===== config.mk =====
export PLATFORM = sky130hd
export DESIGN_NAME = seq_stream_ctrl
export DESIGN_NICKNAME = d
export VERILOG_FILES = /design/src/rtl/seq_stream_ctrl.sv
export SDC_FILE = /design/constraint.sdc
export NUM_CORES = 1
export LEC_CHECK = 0
export ABC_AREA = 1
export BUFFER_PORTS_ARGS = -buffer_cell sky130_fd_sc_hd__buf_2
export CORE_MARGIN = 3
export CORE_UTILIZATION = 45
export DETAILED_ROUTE_END_ITERATION = 6
export GPL_TIMING_DRIVEN = 0
export PLACE_DENSITY_LB_ADDON = 0.12
export SYNTH_ARGS = -nofsm -noshare
export SYNTH_HDL_FRONTEND = slang
export SYNTH_SLANG_ARGS = --single-unit

===== constraint.sdc =====
create_clock -name clk -period 2.3 [get_ports clk]
set_input_delay 0.69 -clock clk [delete_from_list [all_inputs] [get_ports clk]]
set_output_delay 0.69 -clock clk [all_outputs]
set_load 0.1 [all_outputs]

===== src/rtl/seq_stream_ctrl.sv =====
// seq_stream_ctrl
//   Shares one overlapping "01010" serial detector between two word requesters.
//   A requester is granted by round-robin arbitration. Its word is captured on
//   the grant edge and shifted into the detector MSB-first, one bit per clock.
//   Detections are counted per word, and a done pulse closes each word.
//
//   Build option: SEQ_STREAM_CTRL_FIXED_PRIO_EN
//     defined   -> fixed priority, req0 always wins.
//     undefined -> round-robin; the pointer flips to the other requester
//                  after every word.
//
//   Ports:
//     clk, rst        clock, asynchronous active-high reset
//     req0/req1       requests, held until the matching grant
//     data0/data1     words, sampled only on the grant edge
//     gnt0/gnt1       one-cycle grant pulses
//     busy            high from the cycle after grant through DONE
//     owner           current/last granted requester
//     sout            serial bit consumed this cycle (0 outside SHIFT)
//     det             registered detection pulse
//     match_cnt       saturating detection count for the current/last word
//     done            one-cycle completion pulse
//
//   state | meaning
//   IDLE  | waiting for a request; arbitration happens here
//   SHIFT | serialising the captured word into the detector
//   DONE  | one-cycle completion; det may still show the last bit's hit
module seq_stream_ctrl #(
  parameter int W  = 8,
  parameter int CW = 4
) (
  input  logic          clk,
  input  logic          rst,
  input  logic          req0,
  input  logic          req1,
  input  logic [W-1:0]  data0,
  input  logic [W-1:0]  data1,
  output logic          gnt0,
  output logic          gnt1,
  output logic          busy,
  output logic          owner,
  output logic          sout,
  output logic          det,
  output logic [CW-1:0] match_cnt,
  output logic          done
);

  localparam int BW = $clog2(W + 1);

  typedef enum logic [1:0] {IDLE, SHIFT, DONE} state_t;

  // Detector states name the longest matched prefix of "01010".
  typedef enum logic [2:0] {S0, S1, S2, S3, S4, S5} det_state_t;

  state_t          state, state_next;
  det_state_t      dstate, dstate_next;
  logic [W-1:0]    shreg;
  logic [BW-1:0]   bitcnt;
  logic            grant_any;
  logic            grant_sel;
  logic            hit;
`ifndef SEQ_STREAM_CTRL_FIXED_PRIO_EN
  logic            ptr;
`endif

  always_comb begin
    state_next  = state;
    dstate_next = dstate;
    grant_any   = 1'b0;
    grant_sel   = 1'b0;
    hit         = 1'b0;
    busy        = (state != IDLE);
    done        = (state == DONE);
    sout        = (state == SHIFT) ? shreg[W-1] : 1'b0;

    case (state)
      IDLE: begin
        if (req0 || req1) begin
          grant_any  = 1'b1;
`ifdef SEQ_STREAM_CTRL_FIXED_PRIO_EN
          grant_sel  = ~req0;
`else
          // ptr=1 favours req1; otherwise req0 wins when present.
          grant_sel  = ptr ? req1 : ~req0;
`endif
          state_next = SHIFT;
        end
      end
      SHIFT: begin
        case (dstate)
          S0:      dstate_next = sout ? S0 : S1;
          S1:      dstate_next = sout ? S2 : S1;
          S2:      dstate_next = sout ? S0 : S3;
          S3:      dstate_next = sout ? S4 : S1;
          S4:      dstate_next = sout ? S0 : S5;
          S5:      dstate_next = sout ? S4 : S1;  // overlap keeps "0101" / "0"
          default: dstate_next = S0;
        endcase
        hit = (dstate_next == S5);
        if (bitcnt == BW'(W - 1)) begin
          state_next = DONE;
        end
      end
      DONE: begin
        state_next = IDLE;
      end
      default: begin
        state_next = IDLE;
      end
    endcase
  end

  always_ff @(posedge clk or posedge rst) begin
    if (rst) begin
      state     <= IDLE;
      dstate    <= S0;
      shreg     <= '0;
      bitcnt    <= '0;
      gnt0      <= 1'b0;
      gnt1      <= 1'b0;
      owner     <= 1'b0;
      det       <= 1'b0;
      match_cnt <= '0;
`ifndef SEQ_STREAM_CTRL_FIXED_PRIO_EN
      ptr       <= 1'b0;
`endif
    end else begin
      state <= state_next;
      gnt0  <= 1'b0;
      gnt1  <= 1'b0;
      case (state)
        IDLE: begin
          if (grant_any) begin
            gnt0      <= ~grant_sel;
            gnt1      <= grant_sel;
            shreg     <= grant_sel ? data1 : data0;
            owner     <= grant_sel;
            bitcnt    <= '0;
            match_cnt <= '0;
            dstate    <= S0;
            det       <= 1'b0;
          end
        end
        SHIFT: begin
          dstate <= dstate_next;
          shreg  <= {shreg[W-2:0], 1'b0};
          bitcnt <= bitcnt + BW'(1);
          det    <= hit;
          if (hit && (match_cnt != '1)) begin
            match_cnt <= match_cnt + CW'(1);
          end
        end
        DONE: begin
          det <= 1'b0;
`ifndef SEQ_STREAM_CTRL_FIXED_PRIO_EN
          ptr <= ~owner;
`endif
        end
        default: begin
          det <= 1'b0;
        end
      endcase
    end
  end

endmodule


==> results by group, run 1 <==
Status
  – Status: finished clean

CTS
  – Max Buffers Root-to-Sink: 2
  – Hold_buf cts: 0
  – CTS tree: built
  – Post-CTS Setup Bufs: 0
  – Clock Latency Late Sink: 0.31 ns
  – H-tree levels: 1
  – CTS resizes: 0
  – TritonCTS Buffers: 3
  – Clock root cell: clkbuf_4
  – Clock slew seen by the registers of the worst setup and hold paths: 0.14 ns
  – CTS sink cnt: 26

Synthesis
  – Synth Area in Compound Gates: 0.07651
  – Synth async-reset ratio: 1.000
  – YS warnings: 0
  – Post-synthesis cell type count: 26
  – Mean post-synth cell area: 8.035 sq um
  – Syn nets: 195
  – Xor and xnor area share after synthesis: 0.01260
  – Synth area leader: dfrtp_1
  – Synth top area share: 0.4680
  – Synth area leaders: dfrtp_1 (47%), nand2_1 (16%), nand3_1 (6.5%)
  – Yosys reg bits: 26
  – Sequential area share after synthesis: 0.4680
  – Post-synth EDFFs: 0
  – Post-synthesis simple-gate area fraction: 0.3429
  – Adder-cell share of the synthesized area: 0.01800
  – Main combinational cell family by area after synthesis: simple AND/OR/NAND/NOR gates
  – Post-synth top flop: dfrtp_1
  – Mapped cell area: 0.001390 sq mm
  – Mux contribution to synthesized area: 0
  – Post-Syn Instances: 173

Die
  – Initial Util: 0.4873
  – Core box area: 0.002853 sq mm
  – Die Wd: 61.58 microns
  – Die outline area: 0.003792 sq mm
  – Die height: 61.58 microns
  – FP Rows: 19
  – IO Count: 31

Hold path
  – Worst min path class: flop to flop
  – Hold path endpoint: shreg[0]
  – Hold path cells: 2
  – Hold Crit Start: shreg[0]

Critical path
  – R2R cell count: 8
  – CP required: 1.61 ns
  – CP Class: flop to output port
  – CP max FO: 3
  – Worst reg2reg startpoint: match_cnt[0]
  – Critical path capture point type: output port
  – CP startpoint kind: flop
  – Worst reg2reg setup slack: 1.01 ns
  – RR Endpoint: match_cnt[0]
  – CP arrival: 1.51 ns

Placement
  – Post-DP HPWL: 2219 microns
  – PortBufs: 30
  – Placer Congestion: 0.7780

Timing
  – Period utilization: 0.9566
  – Worst slew pin tran: 0.9546 ns
  – Clock Skews: 0.002335 ns
  – # setup viols final: 0
  – Max Slew Vio Count: 0
  – Min Tclk post-route: 2.200 ns
  – Final Hold Vio Count: 0
  – RSZ-0062 raised after global routing: no
  – Max Clk Rate: 0.4545 GHz
  – Worst relative slew slack: 0.3629
  – Post-route setup TNS: 0 ns

Final layout
  – Nets: 230
  – Inserted Diodes: 0
  – Commonest non-fill, non-tap cell in the layout: nand2_1
  – Sequential Area: 650.6 sq um
  – Area of the multi-input gates: 628.1 sq um
  – Area grow syn2layout: 16.56%
  – Most frequent cells in the layout: nand2_1 (59), buf_2 (30), dfrtp_1 (26), inv_1 (19), nand3_1 (18)
  – Layout cell share with drive strength beyond 1: 0.2609
  – Filler cell count: 282

Detailed routing
  – Final WL: 2837 microns
  – DRC Markers: 0
  – Vias: 1206
  – Detail Route Antenna Nets: 0
  – Drt pass-1 iters: 5
  – Vias/cell: 5.067
  – Drt wl/cell: 11.92 microns
  – Initial DRC Count: 47

GRT
  – Overflow after GRT: 0
  – Total track usage: 0.1678
  – Vias in the first global route: 1136
  – Antenna violations before repair: 0
  – First-pass GRT wire length: 4761 microns
  – Largest net degree at the start of global routing: 27

Power
  – Maximum vdd drop: 0.9820 mV
  – Internal cell power: 0.001055 W
  – Cell Pwr Density: 1392 mW/mm^2
  – Leak: 0.8885 nW
  – Pwr Total: 0.002256 W
  – Sequential share of power: 0.344
  – Sw frac: 0.5326
  – Psw: 0.001202 W
  – Gate power share: 0.555
  – Clock Power Share: 0.101

Job
  – Max-Cap Viols: 0
==> stage by stage <==
step,worst slack [ns],std cells,hold slack [ns],utilization,instance area [sq um]
floorplan,0.1751,173,0.4488,-,1393
global placement,0.4153,234,0.4646,0.5544,1582
detailed placement,0.3840,234,0.4649,0.5544,1582
CTS,0.009231,238,0.4998,0.5671,1618
global route,0.03496,238,0.5171,0.5680,1620
finish,0.09979,238,0.4936,0.5680,1620
==> routing by layer <==
metal,up-vias,track usage,part of all wire
met5,-,0,0
met2,24,0.2810,0.48
li1,617,-,-
met4,0,0.05455,0.0056
met1,563,0.2202,0.47
met3,2,0.02725,0.037
==> kinds of logic (layout without fill, tap and decap cells) <==
kind of cell,after synthesis,after routing
flip-flops,26,26
buffers and inverters,26,60
AND/OR/NAND/NOR,101,101
AO/OA/AOI/OAI,16,16
XOR/XNOR,2,2
adder cells (fa/ha/maj),2,2
==> cell type report <==
type                            count  share of cell area
Tap cell                           31             0.02394
Multi-Input combinational cell    121              0.3876
Sequential cell                    26              0.4015
Clock buffer                        4             0.02239
Buffer                              4             0.01931
Timing Repair Buffer               30             0.09421
Inverter                           22             0.05097
==> sequential cells by signal, summed over array words and instances (netlist names) <==
signal and cells:
shreg 8, bitcnt 4, match_cnt 4, dstate 3, state 2, det 1
gnt0 1, gnt1 1, owner 1, ptr 1
==> power by group through the flow <==
stage	combinational [W]	clock, W	sequential, W
2_1_floorplan	0.000701	0	0.00110
3_3_place_gp	0.00123	0	0.000776
3_5_place_dp	0.00126	0	0.000782
6_report	0.00125	0.000228	0.000775
4_1_cts	0.00126	0.000238	0.000773
5_1_grt	0.00137	0.000259	0.000797
==> critical path, stage by stage (launching register included) <==
cell and delay, ns:
dfrtp_1 0.47, inv_1 0.11, nor2_2 0.16, buf_2 0.46
==> how the worst max path moves through the flow <==
| stage | slack (ns) | to | startpoint |
|---|---|---|---|
| 2_1_floorplan | 0.18 | sout | state[0] |
| 3_3_place_gp | 0.42 | sout | state[1] |
| 3_5_place_dp | 0.38 | sout | state[0] |
| 4_1_cts | 0.009 | sout | state[0] |
| 5_1_grt | 0.03 | done | state[1] |
| 6_report | 0.1 | done | state[1] |
==> Yosys cell counts (3+ instances only) <==
library cell,n
inv_1,19
o21ai_0,4
o211ai_1,5
dfrtp_1,26
inv_2,3
nand3_1,18
nand4_1,3
nand2_1,59
nor2_1,9
nor2_4,5
o22ai_1,3
Note: power is estimated with default switching activity, not from simulation.
==> run 2: changes to the inputs <==
- BUFFER_PORTS_ARGS: -buffer_cell sky130_fd_sc_hd__buf_2 -> -buffer_cell sky130_fd_sc_hd__clkbuf_2
==> run 2 against run 1 <==
Net effect: clock power grew 2%; clock-buffer cell count is the same; largest cell class unchanged; sequential share of layout area is the same; maximum frequency shrank 0.20%; total power grew 0.34%; clock skew grew 0.0043 ns.
==> results by group, run 2 (synthesized netlist as in run 1, its figures left out) <==
Critical path
  – Max stage delay cell, worst path: dfrtp_1 (unchanged)
  – Crit-path max cell delay: 0.47 ns (about the same)
  – Critical path capture point type: output port (unchanged)
  – CP max FO: 3 (unchanged)
  – CP Class: flop to output port (unchanged)
  – R2R cell count: 8 (unchanged)
  – CP required: 1.61 ns (about the same)
  – Crit path cell chain: inv_1 -> nor2_2 -> buf_2 (unchanged)
  – CP startpoint kind: flop (unchanged)
  – CP arrival: 1.51 ns (about the same)

CTS
  – Clock Latency Late Sink: 0.32 ns (was 0.31 ns)
  – Post-CTS Setup Bufs: 0 (unchanged)
  – CTS tree: built (unchanged)
  – TritonCTS Buffers: 3 (unchanged)
  – H-tree levels: 1 (unchanged)
  – Max Buffers Root-to-Sink: 2 (unchanged)
  – Clock slew seen by the registers of the worst setup and hold paths: 0.14 ns (about the same)
  – Hold_buf cts: 0 (unchanged)
  – Clock root cell: clkbuf_4 (unchanged)
  – CTS sink cnt: 26 (unchanged)

Die
  – Die outline area: 0.003792 sq mm (unchanged)
  – Die Wd: 61.58 microns (unchanged)
  – FP Rows: 19 (unchanged)
  – Die height: 61.58 microns (unchanged)
  – Initial Util: 0.4873 (unchanged)
  – Core box area: 0.002853 sq mm (unchanged)
  – IO Count: 31 (unchanged)

Status
  – Status: finished clean (unchanged)

Detailed routing
  – Initial DRC Count: 48 (was 47)
  – Drt wl/cell: 12.18 microns (was 11.92 microns)
  – Final WL: 2900 microns (was 2837 microns)
  – Vias: 1226 (was 1206)
  – DRC Markers: 0 (unchanged)
  – Detail Route Antenna Nets: 0 (unchanged)
  – Vias/cell: 5.151 (was 5.067)
  – Drt pass-1 iters: 4 (was 5)

Power
  – Cell Pwr Density: 1397 mW/mm^2 (was 1392 mW/mm^2)
  – Leak: 0.8891 nW (was 0.8885 nW)
  – Maximum vdd drop: 1.121 mV (was 0.9820 mV)

Timing
  – Post-route setup TNS: 0 ns (unchanged)
  – Min Tclk post-route: 2.205 ns (was 2.200 ns)
  – RSZ-0062 raised after global routing: no (unchanged)
  – Max Clk Rate: 0.4536 GHz (was 0.4545 GHz)
  – Worst relative slew slack: 0.3367 (was 0.3629)
  – Max Slew Vio Count: 0 (unchanged)
  – Worst slew pin tran: 0.9938 ns (was 0.9546 ns)
  – Period utilization: 0.9585 (was 0.9566)
  – Final Hold Vio Count: 0 (unchanged)
  – # setup viols final: 0 (unchanged)
  – Clock Skews: 0.006651 ns (was 0.002335 ns)

Final layout
  – Most frequent cells in the layout: nand2_1 (59), clkbuf_2 (28), dfrtp_1 (26), inv_1 (19), nand3_1 (18) (was nand2_1 (59), buf_2 (30), dfrtp_1 (26), inv_1 (19), nand3_1 (18))
  – Area of the multi-input gates: 628.1 sq um (unchanged)
  – Layout cell share with drive strength beyond 1: 0.2609 (unchanged)
  – Max reg flops: 8 (unchanged)
  – Finished Core Util: 0.5680 (unchanged)
  – Inserted Diodes: 0 (unchanged)
  – Top flop regs: shreg (8), bitcnt (4), match_cnt (4) (unchanged)
  – Area grow syn2layout: 16.56% (unchanged)
  – Filler cell count: 288 (was 282)
  – Commonest non-fill, non-tap cell in the layout: nand2_1 (unchanged)
  – Biggest register: shreg (unchanged)
  – Sequential Area: 650.6 sq um (unchanged)
  – Nets: 230 (unchanged)

Hold path
  – Worst min path class: flop to flop (unchanged)
  – Hold path cells: 2 (unchanged)

Placement
  – Placer Congestion: 0.7780 (unchanged)
  – PortBufs: 30 (unchanged)
  – Post-DP HPWL: 2256 microns (was 2219 microns)

GRT
  – Vias in the first global route: 1142 (was 1136)
  – Total track usage: 0.1676 (was 0.1678)
  – Largest net degree at the start of global routing: 27 (unchanged)
  – Overflow after GRT: 0 (unchanged)
  – First-pass GRT wire length: 4747 microns (was 4761 microns)
  – Antenna violations before repair: 0 (unchanged)

Job
  – Max-Cap Viols: 0 (unchanged)
-- run 2: cell types whose count changed in the layout (fill, tap and decap cells not counted) --
cell and delta:
clkbuf_2 +28, buf_2 -28
-- run 2: path summary, 6_finish.rpt --
check,startpoint,end,slack [ns]
worst min-delay path,shreg[0],shreg[0],0.49
worst max register to register,match_cnt[0],match_cnt[1],1.03
max in group asynchronous,rst,shreg[4],1.15
min in group asynchronous,rst,bitcnt[2],0.56
worst max-delay path,state[1],done,0.1
worst min register to register,shreg[0],shreg[0],0.49
-- run 2: metrics by stage --
step	worst slack, ns	cells	total power [W]	hold slack (ns)	instance area [sq um]
after floorplan	0.1751	173	0.001800	0.4488	1393
after global routing	0.02339	238	0.002425	0.5165	1620
after detailed placement	0.3559	234	0.002049	0.4649	1582
after global placement	0.3791	234	0.002010	0.4646	1582
final	0.09536	238	0.002264	0.4940	1620
after CTS	0.05187	238	0.002280	0.4986	1620
-- run 2: repair_timing --
item,4_1_cts,5_1_grt
gates cloned,0,0
gates resized for setup,1,1
setup endpoints to repair,1,1
hold endpoints to repair,0,0
-- run 2: routing by layer --
layer  vias to the layer above  GRT usage  wire, microns
met5                         -          0              0
met4                         0    0.05455             35
met3                         5    0.02725            148
met2                        32     0.2855           1351
met1                       568     0.2159           1364
li1                        621          -              -
-- run 2: cell type report --
cell class                      count  share of cell area
Tap cell                           31             0.02394
Timing Repair Buffer               30             0.09421
Inverter                           22             0.05097
Clock buffer                        4             0.02239
Sequential cell                    26              0.4015
Multi-Input combinational cell    121              0.3876
Buffer                              4             0.01931
-- run 2: report_power, final --
group | internal (W) | switching, W
Combinational | 0.000324 | 0.000931
Sequential | 0.000631 | 0.000144
Clock | 0.0000969 | 0.000136
-- run 2: critical path, delay by kind of cell, from the launching register on --
kind                   cells  cell delay [ns]
buffers and inverters      2             0.56
flip-flops                 1             0.47
AND/OR/NAND/NOR            1             0.15
==> run 3: changes to the inputs <==
- clock period: 2.3 -> 1.9 ns (I/O delays scaled with it)
==> run 3 against run 2 <==
Net effect: the run now ends with negative setup slack left; largest cell class unchanged; hold slack lost 0.080 ns; total power grew 25%; non-clock buffer count is the same; clock-buffer cell count is the same; final cell count is the same; largest power group unchanged; cell area grew 3.2%; worst setup slack lost 0.12 ns; highest routed layer unchanged; flip-flop and latch count is the same; sequential power grew 22%.
==> results by group, run 3 (synthesized netlist as in run 1, its figures left out) <==
Final layout
  – Area grow syn2layout: 20.25% (was 16.56%)
  – Non-filler cells, final: 238 (unchanged)
  – Filler cell count: 257 (was 288)
  – Nets: 230 (unchanged)
  – Biggest register: shreg (unchanged)
  – Top flop regs: shreg (8), bitcnt (4), match_cnt (4) (unchanged)
  – Max reg flops: 8 (unchanged)
  – Commonest non-fill, non-tap cell in the layout: nand2_1 (unchanged)
  – Layout cell share with drive strength beyond 1: 0.2802 (was 0.2609)
  – Area of the multi-input gates: 633.1 sq um (was 628.1 sq um)
  – Sequential Area: 655.6 sq um (was 650.6 sq um)
  – Most frequent cells in the layout: nand2_1 (59), clkbuf_2 (26), dfrtp_1 (22), inv_1 (19), nand3_1 (18) (was nand2_1 (59), clkbuf_2 (28), dfrtp_1 (26), inv_1 (19), nand3_1 (18))
  – Inserted Diodes: 0 (unchanged)

Timing
  – Final Hold Vio Count: 0 (unchanged)
  – Min Tclk post-route: 1.923 ns
  – Clock Skews: 0.005535 ns (was 0.006651 ns)
  – Period utilization: 1.012
  – RSZ-0062 raised after global routing: yes (was no)
  – Max Slew Vio Count: 0 (unchanged)
  – Worst relative slew slack: 0.3626 (was 0.3367)
  – # setup viols final: 1 (was 0)
  – Setup WS post-layout: -0.02273 ns (was 0.09536 ns)
  – Worst hold slack: 0.4140 ns (was 0.4940 ns)
  – Worst slew pin tran: 0.9550 ns (was 0.9938 ns)
  – Max Clk Rate: 0.5201 GHz

CTS
  – TritonCTS Buffers: 3 (unchanged)
  – Clock root cell: clkbuf_4 (unchanged)
  – Clock Latency Late Sink: 0.33 ns (was 0.32 ns)
  – Clock slew seen by the registers of the worst setup and hold paths: 0.14 ns (about the same)
  – Hold_buf cts: 0 (unchanged)
  – CTS sink cnt: 26 (unchanged)
  – Post-CTS Setup Bufs: 0 (unchanged)
  – H-tree levels: 1 (unchanged)
  – Max Buffers Root-to-Sink: 2 (unchanged)
  – CTS tree: built (unchanged)

Die
  – Core box area: 0.002853 sq mm (unchanged)
  – Initial Util: 0.4873 (unchanged)
  – Die height: 61.58 microns (unchanged)
  – Die Wd: 61.58 microns (unchanged)
  – Die outline area: 0.003792 sq mm (unchanged)
  – IO Count: 31 (unchanged)
  – FP Rows: 19 (unchanged)

Detailed routing
  – Initial DRC Count: 38 (was 48)
  – Drt wl/cell: 12.32 microns (was 12.18 microns)
  – DRC Markers: 0 (unchanged)
  – Detail Route Antenna Nets: 0 (unchanged)
  – Vias/cell: 5.080 (was 5.151)
  – Vias: 1209 (was 1226)
  – Final WL: 2931 microns (was 2900 microns)
  – Drt pass-1 iters: 4 (unchanged)

Status
  – Failing checks: negative setup slack
  – Status: finished, violations left (was finished clean)

GRT
  – Overflow after GRT: 0 (unchanged)
  – Total track usage: 0.1811 (was 0.1676)
  – Largest net degree at the start of global routing: 27 (unchanged)
  – First-pass GRT wire length: 5078 microns (was 4747 microns)
  – Antenna violations before repair: 0 (unchanged)
  – Vias in the first global route: 1176 (was 1142)

Power
  – Cell Pwr Density: 1695 mW/mm^2 (was 1397 mW/mm^2)
  – Maximum vdd drop: 1.067 mV (was 1.121 mV)
  – Leak: 0.8998 nW (was 0.8891 nW)

Critical path
  – Crit path cell chain: nor2_4 -> inv_2 -> nor2_4 -> clkbuf_16 (was inv_1 -> nor2_2 -> buf_2)
  – CP max FO: 3 (unchanged)
  – Max stage delay cell, worst path: dfrtp_2 (was dfrtp_1)
  – CP Class: flop to output port (unchanged)
  – CP startpoint kind: flop (unchanged)
  – CP most frequent cell: nor2_4
  – CP arrival: 1.35 ns (was 1.51 ns)
  – Critical path capture point type: output port (unchanged)
  – CP required: 1.33 ns (was 1.61 ns)
  – R2R cell count: 6 (was 8)
  – Crit-path max cell delay: 0.47 ns (about the same)

Placement
  – Post-DP HPWL: 2237 microns (was 2256 microns)
  – PortBufs: 30 (unchanged)
  – Placer Congestion: 0.8177 (was 0.7780)
  – Placed Cells: 234 (unchanged)

Hold path
  – Worst min path class: primary input to async pin (was flop to flop)

Job
  – Max-Cap Viols: 0 (unchanged)
## run 3: changes by cell type in the layout (fill, tap and decap cells not counted), sizes merged
cell,delta
buf,+1
clkbuf,-1
## run 3: per-stage QoR
step	total power, W	cell area (sq um)	setup WS [ns]	TNS [ns]	util
2_1_floorplan	0.002195	1400	-0.009945	-0.009945	-
3_3_place_gp	0.002446	1589	0.1204	0	0.5570
3_5_place_dp	0.002484	1589	0.1025	0	0.5570
4_1_cts	0.002833	1663	-0.05464	-0.05464	0.5829
5_1_grt	0.003041	1672	-0.08397	-0.1021	0.5860
6_report	0.002834	1672	-0.02273	-0.02273	0.5860
## run 3: area by class of cell
| type | count | area share |
|---|---|---|
| Multi-Input combinational cell | 121 | 0.3787 |
| Inverter | 22 | 0.04940 |
| Timing Repair Buffer | 30 | 0.1160 |
| Clock buffer | 4 | 0.02171 |
| Tap cell | 31 | 0.02320 |
| Sequential cell | 26 | 0.3922 |
| Buffer | 4 | 0.01871 |
## run 3: power by group
group          switching (W)  internal (W)
Clock               0.000166      0.000117
Sequential          0.000175      0.000770
Combinational        0.00114      0.000462
## run 3: worst paths after layout
path                                from       end  slack (ns)
min in group clk                data0[0]  shreg[0]        0.45
worst max-delay path            state[1]      sout       -0.02
max in group asynchronous            rst  state[1]        0.84
worst max register to register  state[1]  shreg[7]        0.60
worst min register to register  shreg[1]  shreg[1]        0.50
worst min-delay path                 rst     owner        0.41
## run 3: per-layer routing
layer  vias to the layer above  track usage  share of wire
met1                       553       0.2546           0.49
met4                         0      0.08788          0.024
met3                         7      0.02516          0.035
li1                        620            -              -
met2                        29       0.2735           0.46
met5                         -            0              0
## run 3: critical path, delay by kind of cell, from the launching register on
kind	cells	cell delay, ns
flops	1	0.47
buf+inv	2	0.29
simple gates	2	0.27
## run 3: repair_timing
item,CTS,global route
setup endpoints to repair,3,4
gates resized for setup,7,5
gates cloned,0,0
pin swaps,0,0
endpoints found under the hold margin,0,0
